===== src/rtl/draw_duck.sv =====
// Sprite overlay: draws a DUCK_W x DUCK_H sprite from an external synchronous
// ROM onto a VGA pixel stream. The stream passes through three register
// stages, and the sprite position is latched once per frame at vblank start.
module draw_duck #(
    parameter int unsigned DUCK_W     = 96,
    parameter int unsigned DUCK_H     = 60,
    parameter logic [11:0] TRANSP_RGB = 12'h0F0
) (
    input  logic        clk,
    input  logic        rst_n,
    input  logic [10:0] hcount_in,
    input  logic [10:0] vcount_in,
    input  logic        hsync_in,
    input  logic        vsync_in,
    input  logic        hblnk_in,
    input  logic        vblnk_in,
    input  logic [11:0] rgb_in,
    input  logic [10:0] duck_x,
    input  logic [10:0] duck_y,
    input  logic        duck_en,
    input  logic        duck_flip,
    output logic [12:0] rom_addr,
    input  logic [11:0] rom_rgb,
    output logic [10:0] hcount_out,
    output logic [10:0] vcount_out,
    output logic        hsync_out,
    output logic        vsync_out,
    output logic        hblnk_out,
    output logic        vblnk_out,
    output logic [11:0] rgb_out
);

    localparam int unsigned CW = 11;
    localparam int unsigned RW = 12;
    localparam int unsigned AW = 13;
    localparam int unsigned SW = 12;

    typedef struct packed {
        logic [CW-1:0] hcount;
        logic [CW-1:0] vcount;
        logic          hsync;
        logic          vsync;
        logic          hblnk;
        logic          vblnk;
        logic [RW-1:0] rgb;
    } vga_t;

    vga_t          vga_in_c;
    vga_t          s1_q, s2_q, s3_q, s3_d;
    logic          vblnk_prev_q;
    logic [CW-1:0] sx_q, sx_d, sy_q, sy_d;
    logic          sen_q, sen_d, sflip_q, sflip_d;
    logic          load_c;
    logic [SW-1:0] h_ext_c, v_ext_c, x_lo_c, x_hi_c, y_lo_c, y_hi_c;
    logic [CW-1:0] col_c, row_c;
    logic          in_box_d, in_box_s1_q, in_box_s2_q;
    logic [AW-1:0] rom_addr_d, rom_addr_q;

    // Shadow position load at vblank start, and stage-1 box test / ROM address
    always_comb begin
        vga_in_c = {hcount_in, vcount_in, hsync_in, vsync_in, hblnk_in, vblnk_in, rgb_in};
        load_c   = vblnk_in & ~vblnk_prev_q;
        sx_d     = sx_q;
        sy_d     = sy_q;
        sen_d    = sen_q;
        sflip_d  = sflip_q;
        if (load_c) begin
            sx_d    = duck_x;
            sy_d    = duck_y;
            sen_d   = duck_en;
            sflip_d = duck_flip;
        end

        // 12-bit bounds so a sprite hanging off the right/bottom edge clips instead of wrapping
        h_ext_c  = {1'b0, hcount_in};
        v_ext_c  = {1'b0, vcount_in};
        x_lo_c   = {1'b0, sx_q};
        y_lo_c   = {1'b0, sy_q};
        x_hi_c   = x_lo_c + SW'(DUCK_W);
        y_hi_c   = y_lo_c + SW'(DUCK_H);
        in_box_d = sen_q & ~hblnk_in & ~vblnk_in
                 & (h_ext_c >= x_lo_c) & (h_ext_c < x_hi_c)
                 & (v_ext_c >= y_lo_c) & (v_ext_c < y_hi_c);

        col_c = hcount_in - sx_q;
        if (sflip_q) begin
            col_c = CW'(DUCK_W - 1) - col_c;
        end
        row_c = vcount_in - sy_q;

        rom_addr_d = '0;
        if (in_box_d) begin
            rom_addr_d = AW'(32'(row_c) * DUCK_W + 32'(col_c));
        end
    end

    // Stage-3 colour select: opaque sprite pixels override the background
    always_comb begin
        s3_d = s2_q;
        if (in_box_s2_q && (rom_rgb != TRANSP_RGB)) begin
            s3_d.rgb = rom_rgb;
        end
    end

    // Shadow registers and three-stage pixel pipeline
    always_ff @(posedge clk or negedge rst_n) begin
        if (!rst_n) begin
            vblnk_prev_q <= 1'b0;
            sx_q         <= '0;
            sy_q         <= '0;
            sen_q        <= 1'b0;
            sflip_q      <= 1'b0;
            s1_q         <= '0;
            s2_q         <= '0;
            s3_q         <= '0;
            in_box_s1_q  <= 1'b0;
            in_box_s2_q  <= 1'b0;
            rom_addr_q   <= '0;
        end else begin
            vblnk_prev_q <= vblnk_in;
            sx_q         <= sx_d;
            sy_q         <= sy_d;
            sen_q        <= sen_d;
            sflip_q      <= sflip_d;
            s1_q         <= vga_in_c;
            s2_q         <= s1_q;
            s3_q         <= s3_d;
            in_box_s1_q  <= in_box_d;
            in_box_s2_q  <= in_box_s1_q;
            rom_addr_q   <= rom_addr_d;
        end
    end

    assign rom_addr   = rom_addr_q;
    assign hcount_out = s3_q.hcount;
    assign vcount_out = s3_q.vcount;
    assign hsync_out  = s3_q.hsync;
    assign vsync_out  = s3_q.vsync;
    assign hblnk_out  = s3_q.hblnk;
    assign vblnk_out  = s3_q.vblnk;
    assign rgb_out    = s3_q.rgb;

endmodule


===== config.mk =====
export PLATFORM = sky130hd
export DESIGN_NAME = draw_duck
export DESIGN_NICKNAME = d
export VERILOG_FILES = /design/src/rtl/draw_duck.sv
export SDC_FILE = /design/constraint.sdc
export NUM_CORES = 1
export LEC_CHECK = 0
export BUFFER_PORTS_ARGS = -buffer_cell sky130_fd_sc_hd__buf_4
export CORE_MARGIN = 2
export CORE_UTILIZATION = 55
export DETAILED_ROUTE_END_ITERATION = 8
export PLACE_DENSITY = 0.77
export SYNTH_ARGS = -nofsm -noshare
export SYNTH_HDL_FRONTEND = slang
export SYNTH_SLANG_ARGS = --single-unit

===== constraint.sdc =====
create_clock -name clk -period 5 [get_ports clk]
set_clock_uncertainty 0.05 [all_clocks]
set_input_delay 0.5 -clock clk [delete_from_list [all_inputs] [get_ports clk]]
set_output_delay 0.5 -clock clk [all_outputs]
set_load 0.01 [all_outputs]

Word-level counts from Yosys, hierarchy flattened
Index checks and enable logic that the tools add are counted.
{ "totals": {"ff_bits": 153, "in_bits": 76} }
{ "op_classes": {"addsub": 6, "n_mul": 1, "magnitude_cmp": 4, "eq_ne": 1, "muxes": 3, "bitwise_logic": 10, "n_reduce_logical": 1} }
{ "ops": {"columns": ["op", "count"], "rows": [
  ["< comparator 11 x 12 -> 1 bit", 2],
  [">= comparator 11 bit", 2],
  ["subtractor 11 bit", 2],
  ["adder 13 x 11 -> 13 bit", 1],
  ["two-way mux 13 bit", 1],
  ["adder 11 x 6 -> 12 bit, second input constant", 1],
  ["adder 11 x 7 -> 12 bit, second input constant", 1],
  ["two-way mux 12 bit", 1],
  ["inequality test 12 x 8 -> 1 bit, second input constant", 1],
  ["multiplier 11 x 2 -> 8 bit, second input constant", 1],
  ["two-way mux 11 bit", 1],
  ["subtractor 7 x 11 -> 11 bit, first input constant", 1],
  ["AND 1 bit", 7],
  ["NOT 1 bit", 3],
  ["logical AND 1 bit", 1]
]} }

Depth between registers and ports, before layout
Gate-level depths: netlist of run 1.
{ "depth": {"ltp_word": 8, "mapped_depth": 19} }

Least setup slack after synthesis of run 1
Ideal clock, no wire load.
{ "synth_timing": {"kind": "input to register", "start": "input port hcount_in[0]", "end": "register rom_addr_q[12], in the netlist rom_addr[12]", "setup_time_ns": 0.072, "arrival_ns": 3.986, "required_ns": 4.878, "path_slack_ns": 0.893, "path_stages": 17, "path_cell_list": "inv_1 -> ha_1 -> inv_1 -> fa_1 -> a21o_2 -> a2111oi_0 -> xnor2_1 -> ha_1 -> o21ai_0 -> ha_1 -> a211oi_1 -> nor2_1 -> nor3_1 -> o21bai_1 -> o311ai_0 -> xnor3_1 -> nor2_1"} }
{ "synth_between": {"elab_chain_cells": 6, "elab_cells_between_ends": 11, "cone_classes": "3 x add/sub; 2 x order compare; 2 x mux; 4 x bitwise"} }
{ "synth_rtl": {"columns": ["element", "line_no", "text"], "rows": [
  ["from (decl)", "11", "input logic [10:0] hcount_in,"],
  ["parallel branches: the longest is 5 deep, another holds adder 13 x 11 -> 13 bit", null, null],
  ["two-way mux 13 bit *", "92", "if (in_box_d) begin"],
  ["named net rom_addr_d[12]", "57", "logic [AW-1:0] rom_addr_d, rom_addr_q;"],
  ["to (signal assigned)", "130", "rom_addr_q <= rom_addr_d;"],
  ["to (decl)", "57", null]
]} }
Mark *: on every way through the listed nets, which the timed path passes.
A chain may end at the register's enable or synchronous reset.

Worst setup path after layout of run 1
{ "layout_timing": {"start": "register sx_q[0]", "end": "register rom_addr_q[12], in the netlist rom_addr[12]"} }
{ "layout_between": {"elab_chain_cells": 6, "elab_cells_between_ends": 12, "cone_classes": "4 x add/sub; 2 x order compare; 2 x mux; 4 x bitwise"} }
{ "layout_rtl": {"columns": ["element", "line_no", "text"], "rows": [
  ["from (decl)", "51", "logic [CW-1:0] sx_q, sx_d, sy_q, sy_d;"],
  ["from (signal assigned)", "109", "sx_q <= '0;"],
  ["from (signal assigned)", "121", "sx_q <= sx_d;"],
  ["parallel branches: the longest is 5 deep, another holds adder 13 x 11 -> 13 bit", null, null],
  ["two-way mux 13 bit *", "92", null],
  ["named net rom_addr_d[12]", "57", null]
]} }
Marked as above.

==> flow_summary.yaml, run 1 <==
synthesis:
  ys.flop_type: "dfrtp_1"
  synth_top_area_share_pct: 58.6
  yosys_warnings: 0
  synth_seq_cells: 153
  ys_types: 55
  syn_area_sq_um: 6530
  synth-async-reset-ratio_pct: 100
  synth_cells: 521
  ys_seq_area_share_pct: 58.6
  synth.area.top_cells: "dfrtp_1 (59%), ha_1 (10%), xnor2_1 (4.0%)"
  synth_top_cell_by_area: "dfrtp_1"
  avgSynthCellArea_sq_um: 12.5
  synth_edf_count: 0
  synth_nets: 653
clock_network:
  post-cts-setup-buffers: 0
  numClockSinks: 153
  htreeDepth: 4
  insertion_delay_ns: 0.43
  clkTransAtPathRegs_ns: 0.06
  root_buffer: "clkbuf_16"
  cts-resized-gates: 0
  cts_inserted_buffers: 17
  clockBufferDepth: 2
  cts_tree: "yes"
  hold_buffers: 0
sta:
  fin_crit_ns: 4.42
  drv_slew: 0
  min_period_over_period_pct: 88.5
  tightest_slew_ns: 1.17
  setup_violations: 0
  slew_headroom_pct: 21.4
  finalSetupTns_ns: 0
  max_freq_mhz: 226
  rsz0062_at_grt: "no"
  hold_slack_ns: 0.129
  final_hold_viol_count: 0
detailed_routing:
  wl_um: 12600
  drc: 13
  wl_per_cell_um: 15.6
  detailedRoute.firstPassIterationCount: 6
  ant_nets: 0
  dr_total_vias: 4342
  drt_iter0_drc: 259
  drt-vias-per-instance: 5.35
run_status:
  violations: "DRC"
  status: "finished, violations left"
worst_setup_path:
  r2r_slack_ns: 0.58
  cp-end-kind: "flop"
  r2r_end: "rom_addr[12]"
  cp.arrival_ns: 4.72
  path_class: "reg -> reg"
  ff2ff_path_depth: 16
  r2r_start: "sx_q[0]"
  startpoint_type: "flop"
  cp.required_ns: 5.30
  crit_fanout: 3
cells_and_area:
  diodes: 0
  fin_nets: 788
  nFillCells: 812
  final_cells: 811
  syn2layout_area_growth_pct: 26.2
  seq_area_sq_um: 3830
  multi_input_area_sq_um: 2500
  final_core_util_pct: 71.6
  final_layout_size_suffix_gt1_share_pct: 28.6
placed_design:
  dp_hpwl_um: 9160
  port-buffer-count: 126
  place_inst: 780
  gp_congestion: 0.850
power_and_ir_drop:
  p_leak_nw: 3.93
  powerDensity_nw_per_um2: 482
  ir_drop_v: 0.000329
global_route:
  grt_pass1_wl_um: 21100
  grt.overflow.total: 0
  antenna_found_initial: 0
  grt_pass1_vias: 4505
  grt_max_degree: 117
  grt_usage_pct: 21.5
floorplan:
  start_util_pct: 56.7
  die_h_um: 113
  core_sq_um: 11500
  row_count: 39
  pin_count: 127
  fp.dieW_um: 113
  die-area_sq_um: 12800
run:
  cap_violations: 0
min_path:
  min_path_type: "in -> reg"
  hp-start: "hsync_in"
  min_path_cells: 1
  holdPathEnd: "s1_q[15]"
==> state kept, by name, indices dropped and copies added (netlist names), 11 cells and up <==
signal,flops
rgb_out,12
s2_q,38
vcount_out,11
sx_q,11
rom_addr,13
hcount_out,11
sy_q,11
s1_q,37
==> where the power goes <==
group	leakage (nW)	internal (mW)	switching, mW
Sequential	1.83	1.31	0.0350
Clock	0.306	0.896	0.477
Combinational	1.79	0.560	0.693
Total	3.93	2.77	1.21
==> area by class of cell <==
type                    instances  share of cell area, %
flip-flops and latches        153                   46.5
multi-input cells             322                   30.3
inverters                      34                   1.55
repair buffers                128                   11.7
clock inverters                11                   2.38
well taps                     143                   2.17
clock buffers                  20                   5.42
==> through the flow <==
step | worst slack (ns) | instance area (sq um) | total power [mW]
final | 0.575 | 8240 | 3.97
after detailed placement | 0.291 | 7600 | 2.60
after CTS | 0.572 | 8240 | 4.00
after global routing | 0.161 | 8240 | 4.22
after global placement | 0.547 | 7600 | 2.53
after floorplan | 0.893 | 6530 | 2.30
==> worst max-delay path, cell delays in order (launching register included) <==
cell	delay [ns]
dfrtp_1	0.34
ha_1	0.18
inv_1	0.06
fa_1	0.43
a21o_2	0.24
a2111oi_0	0.50
xnor2_1	0.24
ha_1	0.28
o21ai_0	0.37
ha_1	0.33
a211oi_1	0.24
nor2_1	0.14
nor3_1	0.24
o21bai_1	0.11
o311ai_0	0.12
xnor3_1	0.39
nor2_1	0.09
==> worst max-delay path by stage <==
stage            startpoint      endpoint  slack [ns]  cells past startpoint
4_1_cts             sx_q[0]  rom_addr[12]        0.57                     16
5_1_grt             sx_q[0]  rom_addr[12]        0.16                     16
3_5_place_dp   hcount_in[0]  rom_addr[12]        0.29                     18
2_1_floorplan  hcount_in[0]  rom_addr[12]        0.89                     17
6_report            sx_q[0]  rom_addr[12]        0.58                     16
3_3_place_gp   hcount_in[0]  rom_addr[12]        0.55                     18
==> kinds of logic after synthesis <==
family | Yosys count | synth area share [%]
DFF | 153 | 58.6
buffers and inverters | 46 | 3.16
AOI/OAI and AO/OA | 107 | 10.2
muxes | 16 | 2.76
adders and majority gates | 56 | 11.2
and+or+nand+nor | 104 | 8.66
xor gates and xnor gates | 39 | 5.44
==> synth_stat cells, types with 2 or more instances <==
cell	n
clkbuf_1	7
buf_6	2
nor3_1	5
a31oi_1	3
inv_1	33
nor4b_1	3
nand2b_1	3
o211ai_1	3
buf_2	2
o21bai_1	4
dfrtp_1	153
o21a_1	4
nor2_2	2
a211oi_1	6
a21o_1	12
mux2_2	16
nor2_4	7
nand4b_1	2
nand2_1	34
ha_1	52
and3_1	4
xnor2_1	30
nor2_1	22
xor2_1	8
o21ai_0	35
fa_1	4
nor2b_1	4
a21oi_1	27
nand3_1	5
nand4_1	4
==> cell usage in the layout, fill, tap and decap left out, types with 4 or more instances in the layout <==
| master | synthesis | final |
|---|---|---|
| a211oi_1 | 6 | 6 |
| a21o_1 | 12 | 12 |
| a21oi_1 | 27 | 27 |
| and3_1 | 4 | 4 |
| buf_4 | 0 | 127 |
| bufinv_16 | 0 | 5 |
| clkbuf_16 | 0 | 17 |
| dfrtp_1 | 153 | 153 |
| fa_1 | 4 | 4 |
| ha_1 | 52 | 52 |
| inv_1 | 33 | 33 |
| mux2_2 | 16 | 16 |
| nand2_1 | 34 | 34 |
| nand3_1 | 5 | 5 |
| nand4_1 | 4 | 4 |
| nor2_1 | 22 | 22 |
| nor2_4 | 7 | 7 |
| nor3_1 | 5 | 5 |
| o21a_1 | 4 | 4 |
| o21ai_0 | 35 | 35 |
| o21bai_1 | 4 | 4 |
| xnor2_1 | 30 | 30 |
| xor2_1 | 8 | 8 |
==> routing by layer <==
layer / share of wire, % / GRT usage [%] / up-vias
li1: - / - / 2061
met1: 42 / 27.0 / 2100
met2: 49 / 34.9 / 152
met3: 7.0 / 6.37 / 29
met4: 2.1 / 9.84 / 0
met5: 0 / 0 / -
No activity file was read; power rests on OpenSTA's default activity.
==> run 2, diff against run 1 <==
Settings changed: PLACE_DENSITY 0.77 to not set, PLACE_DENSITY_LB_ADDON set to 0.15.
==> flow_summary.yaml, run 2 (synthesized netlist as in run 1, its figures left out) <==
sta:
  max_freq_mhz: 231
  tightest_slew_ns: 1.18
  setup_violations: 0
  drv_slew: 0
  hold_slack_ns: 0.130
  slew_headroom_pct: 21.0
  rsz0062_at_grt: "no"
  min_period_over_period_pct: 86.6
  final_hold_viol_count: 0
  fin_crit_ns: 4.33
  finalSetupTns_ns: 0
detailed_routing:
  detailedRoute.firstPassIterationCount: 6
  drt_iter0_drc: 211
  drt-vias-per-instance: 5.24
  dr_total_vias: 4251
  drc: 14
  wl_per_cell_um: 15.3
  ant_nets: 0
  wl_um: 12400
worst_setup_path:
  cp-end-kind: "flop"
  crit_chain: "ha_1 > inv_1 > fa_1 > a21o_2 > a2111oi_0 > xnor2_1 > ha_1 > o21ai_0 > ha_1 > a211oi_1 > nor2_1 > nor3_1 > o21bai_1 > o311ai_0 > xnor3_1 > nor2_1"
  cp_num_buf_inv: 1
  timing.critical_path.mode_cell: "ha_1"
  critPathMaxStageDelay_ns: 0.55
  crit_family: "compound AO/OA/AOI/OAI gates"
  path_class: "reg -> reg"
  cp.arrival_ns: 4.62
  cp.required_ns: 5.29
  crit_slowest_cell: "a2111oi_0"
  startpoint_type: "flop"
  crit_fanout: 3
clock_network:
  htreeDepth: 4
  root_buffer: "clkbuf_16"
  hold_buffers: 0
  post-cts-setup-buffers: 0
  clkTransAtPathRegs_ns: 0.06
  cts_tree: "yes"
  cts_inserted_buffers: 17
  numClockSinks: 153
  insertion_delay_ns: 0.42
  clockBufferDepth: 2
  cts-resized-gates: 0
run_status:
  violations: "DRC"
  status: "finished, violations left"
cells_and_area:
  final_area_sq_um: 8250
  largest_reg_flops: 38
  diodes: 0
  final_layout_size_suffix_gt1_share_pct: 28.6
  final_cells: 812
  largest-register: "s2_q"
  final_core_util_pct: 71.6
  seq_area_sq_um: 3830
  fin_nets: 788
  syn2layout_area_growth_pct: 26.3
  nFillCells: 818
  multi_input_area_sq_um: 2500
  final_common_cell: "dfrtp_1"
  layout_common_cells: "dfrtp_1 (153), buf_4 (127), ha_1 (52), o21ai_0 (35), nand2_1 (34)"
floorplan:
  start_util_pct: 56.7
  pin_count: 127
  row_count: 39
  die-area_sq_um: 12800
  die_h_um: 113
  core_sq_um: 11500
  fp.dieW_um: 113
global_route:
  grt.overflow.total: 0
  grt_pass1_wl_um: 21300
  grt_max_degree: 103
  antenna_found_initial: 0
  grt_usage_pct: 21.5
  grt_pass1_vias: 4429
placed_design:
  gp_congestion: 0.850
  placed_cell_area_sq_um: 7600
  dp_hpwl_um: 8840
  place_inst: 780
  port-buffer-count: 126
min_path:
  min_path_type: "in -> async"
power_and_ir_drop:
  p_leak_nw: 3.93
  powerDensity_nw_per_um2: 482
  ir_drop_v: 0.000273
run:
  cap_violations: 0
[run 2: changes by cell type in the layout (fill, tap and decap cells not counted)]
| cell | before | now |
|---|---|---|
| inv_6 | 0 | 2 |
| clkinv_4 | 3 | 0 |
| clkbuf_8 | 1 | 2 |
| clkbuf_1 | 2 | 3 |
[run 2: cell type report]
cell class                 count  share of cell area, %
clock inverter                10                   2.28
clock buffer                  22                   5.63
inverter                      34                   1.55
multi-input combinational    322                   30.3
timing repair buffer         128                   11.7
sequential                   153                   46.4
tap                          143                   2.17
[run 2: path summary, 6_finish.rpt]
check                           endpoint  depth (start not counted)  slack, ns       from
setup / recovery            rom_addr[12]                         16       0.67    sx_q[0]
hold / removal             hcount_out[2]                          1       0.13      rst_n
setup reg to reg            rom_addr[12]                         16       0.67    sx_q[0]
hold reg to reg            hcount_out[8]                          0       0.29   s2_q[35]
max in group asynchronous       s2_q[25]                          2       3.60      rst_n
min in group clk                 s1_q[5]                          1       0.14  rgb_in[5]
[run 2: metal layers]
metal	part of all wire (%)	vias to the layer above	GRT usage (%)
li1	-	2060	-
met1	43	2038	28.5
met2	48	130	33.4
met3	6.2	23	6.53
met4	2.2	0	9.51
met5	0	-	0
[run 2: power by group]
| part | switching (mW) | total [mW] | internal, mW | leakage (nW) |
|---|---|---|---|---|
| logic | 0.680 | 1.24 | 0.559 | 1.79 |
| clock network | 0.478 | 1.39 | 0.914 | 0.311 |
| registers | 0.0333 | 1.35 | 1.31 | 1.83 |
[run 2: metrics by stage]
stage               worst slack [ns]  power [mW]
detailed placement             0.365        2.60
CTS                            0.664        4.01
floorplan                      0.893        2.30
finish                         0.669        3.98
global route                   0.341        4.23
global placement               0.529        2.54
